==> config.mk <==
export PLATFORM = sky130hd
export DESIGN_NAME = bus_share_arbiter_flat
export DESIGN_NICKNAME = d
export VERILOG_FILES = /design/src/rtl/bus_share_arbiter_if.sv /design/src/rtl/bus_share_arbiter.sv /design/src/flat_wrapper.sv
export SDC_FILE = /design/constraint.sdc
export NUM_CORES = 1
export LEC_CHECK = 0
export BUFFER_PORTS_ARGS = -buffer_cell sky130_fd_sc_hd__buf_2
export CAP_MARGIN = 15
export CORE_MARGIN = 4
export CORE_UTILIZATION = 39
export CTS_CLUSTER_SIZE = 25
export DETAILED_ROUTE_END_ITERATION = 10
export PLACE_DENSITY_LB_ADDON = 0.05
export SYNTH_ARGS = -nofsm -noshare
export SYNTH_HDL_FRONTEND = slang
export SYNTH_SLANG_ARGS = --single-unit
==> constraint.sdc <==
create_clock -name clk -period 1.4 [get_ports clk]
set_input_delay 0.42 -clock clk [delete_from_list [all_inputs] [get_ports clk]]
set_output_delay 0.42 -clock clk [all_outputs]
set_load 0.02 [all_outputs]
==> src/rtl/bus_share_arbiter_if.sv <==
// Shared-bus bundle between the two requesters and the round-robin arbiter.
// The master side is the arbiter, which owns grants, enables, select and the bus value.
interface bus_share_arbiter_if #(
    parameter int WIDTH = 4
);
    logic [1:0]       req;
    logic [WIDTH-1:0] d0;
    logic [WIDTH-1:0] d1;
    logic [1:0]       gnt;
    logic             en0;
    logic             en1;
    logic             s;
    logic [WIDTH-1:0] y;
    logic             preempt;

    modport master (
        input  req, d0, d1,
        output gnt, en0, en1, s, y, preempt
    );

    modport slave (
        output req, d0, d1,
        input  gnt, en0, en1, s, y, preempt
    );
endinterface

==> src/rtl/bus_share_arbiter.sv <==
// Two-requester round-robin arbiter for one shared bus, with a one-cycle turnaround
// between owners and a hold limit that forces release after MAX_HOLD granted cycles.
module bus_share_arbiter #(
    parameter int WIDTH    = 4,
    parameter int MAX_HOLD = 8
) (
    input  logic                clk,
    input  logic                reset,
    bus_share_arbiter_if.master bus
);
    localparam int             CW        = $clog2(MAX_HOLD);
    localparam logic [CW-1:0]  HOLD_LAST = CW'(MAX_HOLD - 1);

    typedef enum logic [1:0] {IDLE, GNT0, GNT1, TURN} state_t;

    state_t           state;
    logic             last;
    logic [CW-1:0]    hold_cnt;
    logic [1:0]       gnt_q;
    logic             s_q;
    logic             preempt_q;

    logic             pick;
    logic             owner;
    logic             release_now;
    logic [WIDTH-1:0] y_mux;

    // NOTE: every always_comb output gets a value on every path; a missed branch would infer a latch.
    always_comb begin
        pick        = bus.req[1] & (~bus.req[0] | ~last);
        owner       = (state == GNT1);
        release_now = ~bus.req[owner] | (hold_cnt == HOLD_LAST);
    end

    // NOTE: sequential state uses non-blocking assignments so every register samples pre-edge values.
    always_ff @(posedge clk or posedge reset) begin
        if (reset) begin
            state     <= IDLE;
            gnt_q     <= '0;
            s_q       <= 1'b0;
            preempt_q <= 1'b0;
            last      <= 1'b1;
            hold_cnt  <= '0;
        end else begin
            case (state)
                IDLE, TURN: begin
                    preempt_q <= 1'b0;
                    hold_cnt  <= '0;
                    if (|bus.req) begin
                        state <= pick ? GNT1 : GNT0;
                        gnt_q <= pick ? 2'b10 : 2'b01;
                        s_q   <= pick;
                    end else begin
                        state <= IDLE;
                        gnt_q <= '0;
                    end
                end
                GNT0, GNT1: begin
                    if (release_now) begin
                        state     <= TURN;
                        gnt_q     <= '0;
                        last      <= owner;
                        hold_cnt  <= '0;
                        // A still-asserted request at release means the limit forced it.
                        preempt_q <= bus.req[owner];
                    end else begin
                        hold_cnt <= hold_cnt + 1'b1;
                    end
                end
                default: state <= IDLE;
            endcase
        end
    end

    always_comb begin
        y_mux = '0;
        if (gnt_q[0])      y_mux = bus.d0;
        else if (gnt_q[1]) y_mux = bus.d1;
    end

    assign bus.gnt     = gnt_q;
    assign bus.en0     = gnt_q[0];
    assign bus.en1     = gnt_q[1];
    assign bus.s       = s_q;
    assign bus.preempt = preempt_q;
    assign bus.y       = y_mux;
endmodule

==> src/flat_wrapper.sv <==
// flat-port wrapper written by rule: the top's interface ports become plain ports
module bus_share_arbiter_flat 
#(
    parameter int WIDTH    = 4,
    parameter int MAX_HOLD = 8
)
  (clk, reset, bus_req, bus_d0, bus_d1, bus_gnt, bus_en0, bus_en1, bus_s, bus_y, bus_preempt);
  bus_share_arbiter_if #(.WIDTH(WIDTH)) bus_i ();
  input  logic clk;
  input  logic reset;
  input wire logic [$bits(bus_i.req)-1:0] bus_req;
  input wire logic [$bits(bus_i.d0)-1:0] bus_d0;
  input wire logic [$bits(bus_i.d1)-1:0] bus_d1;
  output wire logic [$bits(bus_i.gnt)-1:0] bus_gnt;
  output wire logic [$bits(bus_i.en0)-1:0] bus_en0;
  output wire logic [$bits(bus_i.en1)-1:0] bus_en1;
  output wire logic [$bits(bus_i.s)-1:0] bus_s;
  output wire logic [$bits(bus_i.y)-1:0] bus_y;
  output wire logic [$bits(bus_i.preempt)-1:0] bus_preempt;
  assign bus_i.req = bus_req;
  assign bus_i.d0 = bus_d0;
  assign bus_i.d1 = bus_d1;
  assign bus_gnt = bus_i.gnt;
  assign bus_en0 = bus_i.en0;
  assign bus_en1 = bus_i.en1;
  assign bus_s = bus_i.s;
  assign bus_y = bus_i.y;
  assign bus_preempt = bus_i.preempt;
  bus_share_arbiter #(.WIDTH(WIDTH), .MAX_HOLD(MAX_HOLD)) u_core (.clk(clk), .reset(reset), .bus(bus_i));
endmodule
=== Word level (Yosys, flattened, before mapping) ===
Cells that the tools add are included.

* Bits in registers: 10
* Bits in latches: 0
* RAM bits: 0
* Bits in read-only memories: 0
* Bits of input ports: 12
* Output and inout port bits: 10
* Memories kept: 0

* Add/sub/neg operators: 1
* $mul: 0
* Divide/modulo/power cells: 0
* Order comparisons: 1
* Eq/ne operators: 5
* Shift-type cells: 0
* Muxes and demuxes: 14
* Bitwise operators: 6
* Reduce and logical (&&, ||, !) cells: 6

{| class="wikitable"
|+ Operators by type and width
! kind !! number
|-
| $mux W2 || 4
|-
| $mux W4 || 2
|-
| $pmux W2 S2 || 2
|-
| $pmux W3 S2 || 1
|-
| $reduce_or A2 Y1 || 3
|-
| $eq A2 B2 Y1 const B || 2
|-
| $reduce_and A2 Y1 || 2
|-
| $add A3 B1 Y3 const B || 1
|-
| $eq A3 B3 Y1 const B || 1
|-
| $mux W1 || 3
|-
| $mux W3 || 1
|-
| $not A1 Y1 || 3
|-
| $eq A2 B1 Y1 const B || 1
|-
| $logic_not A2 Y1 || 1
|-
| $lt A1 B2 Y1 const B || 1
|-
| $ne A2 B1 Y1 const B || 1
|-
| $or A1 B1 Y1 || 2
|-
| $pmux W1 S2 || 1
|-
| $and A1 B1 Y1 || 1
|}

=== Logic depth before layout (Yosys ltp) ===
* Depth after elaboration: 7
* Gate-level depth with buffers: 6
* Mapped depth without buffers: 5

=== Worst setup path after synthesis ===
OpenSTA, ideal clock, no wires.

* Path kind: flip-flop to flip-flop
* From: reg u_core.state[0]
* To: reg u_core.state[1]
* Setup time: 121 ps
* Arrival time: 1,338 ps
* Path slack: -59 ps
* Cell stages (with the launch flop): 6
* Buffers on the path: 1
* Cells stage by stage: dfrtp_1 inv_1 ha_1 buf_2 or3_1 o22a_1

* Word-level cells in the longest chain between the ends: 6

{| class="wikitable"
|+ Ends and longest elaborated chain
! element !! RTL line !! text
|-
| start, declared || bus_share_arbiter.sv:16 || <nowiki>state_t state;</nowiki>
|-
| start signal, assigned || bus_share_arbiter.sv:50 || <nowiki>state <= pick ? GNT1 : GNT0;</nowiki>
|-
| $eq A2 B2 Y1 || bus_share_arbiter.sv:31, bus_share_arbiter.sv:45 ||
|-
| $mux W1 (implied by the code) (2 in series) || bus_share_arbiter.sv:32 || <nowiki>release_now = ~bus.req[owner] | (hold_cnt == HOLD_LAST);</nowiki>
|-
| $not A1 Y1 || bus_share_arbiter.sv:32 ||
|-
| $or A1 B1 Y1 || bus_share_arbiter.sv:32 ||
|-
| $ne A2 B1 Y1 (no source line) || -- ||
|}

Parallel ways exist; a longest one is shown, timed or not. The select of a mux whose other input is x is not followed.
A chain may end at the register's enable or synchronous reset.

=== Final worst setup path ===
* From: reg u_core.gnt_q[0], in the netlist u_core.bus.gnt[0]
* To: out bus_y[2]

* Word-level cells in the longest chain between the ends: 1

{| class="wikitable"
|+ Ends and longest elaborated chain
! element !! RTL line !! text
|-
| start, declared || bus_share_arbiter.sv:19 || <nowiki>logic [1:0] gnt_q;</nowiki>
|-
| start signal, assigned || bus_share_arbiter.sv:51 || <nowiki>gnt_q <= pick ? 2'b10 : 2'b01;</nowiki>
|-
| $mux W4 || bus_share_arbiter.sv:77 || <nowiki>if (gnt_q[0]) y_mux = bus.d0;</nowiki>
|-
| end, declared || flat_wrapper.sv:18 || <nowiki>output wire logic [$bits(bus_i.y)-1:0] bus_y;</nowiki>
|}

No other way between the ends.

==> impl_metrics.toml <==
[outcome]
outcome = "complete, but fails checks"
violations = "negative setup slack"

[clocking]
htree_levels = 1
clk_pin_slew_ns = 0.07
cts_max_path_buffers = 2
cts_hold_buf = 0
ctsRootBufferMaster = "clkbuf_4"
clock_sinks = 10
clock_latency_ns = 0.27
numCtsBuffers = 3
tritoncts = "done"

[final_layout]
drive_gt1_share_pct = 60.2
finalNetCount = 99
register_area_sq_um = 251
fill_cells = 86
antennaDiodeCount = 0
area_growth_pct = 66.4
multi_input_area_sq_um = 285
utilization_pct = 72.0

[global_route]
grt_usage_pct = 14.4
grt_pass1_vias = 460
grt.overflow.total = 0
grt_pass1_wl_mm = 1.96
antenna_found_initial = 0
grt_max_degree = 11

[worst_setup_path]
crit_arrival_ns = 1.15
r2r_slack_ns = -0.04
crit_path_end_kind = "output pin"
startpoint_type = "flop"
r2r-end = "u_core.state[1]$_DFFE_PP0P_"
slowest_stage = "dfrtp_1"
crit_required_ns = 0.98
path_class = "flop to output pin"
reg2reg_from = "u_core.hold_cnt[0]$_DFF_PP0_"
crit_fanout = 6
cp.depth = 3
worstSetupStartpoint = "u_core.bus.gnt[0]$_DFFE_PP0P_"
slowest_delay_ns = 0.41
critPathTopFamily = "flip-flops"
crit_path_frequent_cell = "buf_6"
endpoint = "bus_y[2]"
critPathBufInv = 2
cp_cell_sequence = "buf_6, a22o_1, buf_6"
rr_worst_depth = 4

[sta]
hold_viol = 0
tightestPinTransition_ns = 0.369
setup_viol = 5
final.min_clock_period_ns = 1.57
fin_worst_hold_slack_ns = 0.108
min_period_over_period_pct = 112
fmax_mhz = 637
finalMaxSlewViolations = 0
tns_ns = -0.657
rsz0062_at_grt = "yes"
slew_headroom_pct = 75.2
fin_worst_skew_ns = 0.00356
setup_ws_ns = -0.171

[power]
post-layout-total-power_w = 0.00189
power.density_nw_per_um2 = 2240
p_leak_nw = 0.430
irDropWorstVdd_mv = 1.27

[synthesis]
yosysTopAreaCell = "dfrtp_1"
yosysTopAreaCellShare_pct = 44.4
yosys.area_share.adder_pct = 7.41
synth_cells = 47
synth-simple-area-share_pct = 14.3
ys_seq_area_share_pct = 49.6
synth_nets = 62
avgSynthCellArea_sq_um = 10.8
muxShareOfSynthArea_pct = 1.98
synth_xor_xnor_area_share_pct = 0
synth_area_leaders = "dfrtp_1 (44%), a22o_1 (8.6%), ha_1 (7.4%)"
syn_area_sq_um = 507
ys_warn_count = 0
ys_ff_latch = 10
synth_top_family_by_area = "compound AO/OA/AOI/OAI gates"
yosysUniqueCellTypes = 22
synth-compound-area-share_pct = 20.5

[routing]
drc_errors = 0
drt-initial-drc-count = 12
routed_wl_mm = 1.25
drtPass1Iterations = 3
wl_per_cell_um = 12.9
ant_nets = 0
vias = 487
viasPerCell = 5.02

[floorplanning]
rows = 12
dieArea_sq_um = 1940
die_width_um = 44.0
die_y_um = 44.0
core-area_sq_um = 1170
io_pins = 22
initial_core_util_pct = 43.3

[placement]
io_buffer_count = 21
gp_congestion = 0.751
dp_slack_ns = -0.0935
dp_hpwl_um = 883

[flow_run]
maxCapViolCount = 0

[worst_hold_path]
hold_class = "input pin to async pin"
## final cells by class
cell class,instances,area share [%]
inverter,3,1.34
sequential,10,29.8
clock buffer,4,4.30
tap,14,2.08
timing repair buffer,35,28.6
multi-input combinational,31,33.8
## state kept, by name, indices dropped and copies added (netlist names)
register and flops:
u_core.bus.gnt 2, u_core.bus.preempt 1, u_core.bus.s 1, u_core.hold_cnt 3, u_core.last 1, u_core.state 2
## logic make-up after synthesis
family,Yosys count
mux,1
fa+ha+maj,3
compound gates,13
flops,10
buf+inv,6
simple gates,14
## worst reg2reg max path: stages (launching register included)
cell	delay, ns
dfrtp_1	0.39
ha_2	0.20
ha_4	0.17
or3_4	0.38
o22a_1	0.20
## worst min path at each step
| stage | start | end | slack (ns) | depth (start not counted) |
|---|---|---|---|---|
| after global routing | reset | u_core.hold_cnt[2]$_DFF_PP0_ | 0.13 | 2 |
| after global placement | reset | u_core.bus.preempt$_DFFE_PP0P_ | 0.42 | 2 |
| after floorplan | reset | u_core.bus.gnt[0]$_DFFE_PP0P_ | 0.26 | 1 |
| after detailed placement | reset | u_core.hold_cnt[2]$_DFF_PP0_ | 0.41 | 2 |
| after CTS | reset | u_core.hold_cnt[2]$_DFF_PP0_ | 0.12 | 2 |
| final | reset | u_core.bus.preempt$_DFFE_PP0P_ | 0.11 | 2 |
## routing by layer
layer  GRT usage [%]  vias to the layer above  wire length, um
met5               0                        -                0
met4            9.04                        0               25
met3            4.47                        3              113
met2            23.3                       20              580
met1            16.5                      223              530
li1                -                      241                -
## stage by stage
stage	instances	cell area [sq um]
finish	97	843
global route	97	843
CTS	96	821
detailed placement	91	699
global placement	91	699
floorplan	47	509
## power by group
group | internal, W | switching (W)
logic | 0.000635 | 0.000532
clock network | 0.000158 | 0.000107
registers | 0.000400 | 0.0000579
## layout by cell type, fill, tap and decap left out
master    count
inv_1         2
buf_2        16
a22o_1        5
o21ai_1       1
ha_2          1
nor3_1        1
o22a_1        1
mux2i_4       1
nand2b_1      2
clkbuf_4      3
dfstp_2       1
dfrtp_1       9
nand2_1       3
nor2b_2       1
clkbuf_8      1
nor2_1        2
and2_1        2
buf_6         5
inv_2         1
o31a_2        1
nor3_2        1
nor2b_1       1
a21boi_0      1
a31o_4        1
a32o_1        1
a21oi_1       2
or3_4         1
buf_4        14
ha_4          2
## cell usage after synthesis (all sizes together)
library cell,n
a21boi,1
a21oi,2
a22o,5
a31o,1
a32o,1
and2,2
buf,3
dfrtp,9
dfstp,1
ha,3
inv,3
mux2i,1
nand2,3
nand2b,2
nor2,2
nor2b,2
nor3,2
o21ai,1
o22a,1
o31a,1
or3,1
## what timing repair did
action	4_1_cts	5_1_grt
pin swaps	3	4
gates cloned	0	0
endpoints found under the hold margin	0	0
setup buffers	1	1
resized for setup	18	3
setup endpoints to repair	11	10
No activity file was read; power rests on OpenSTA's default activity.
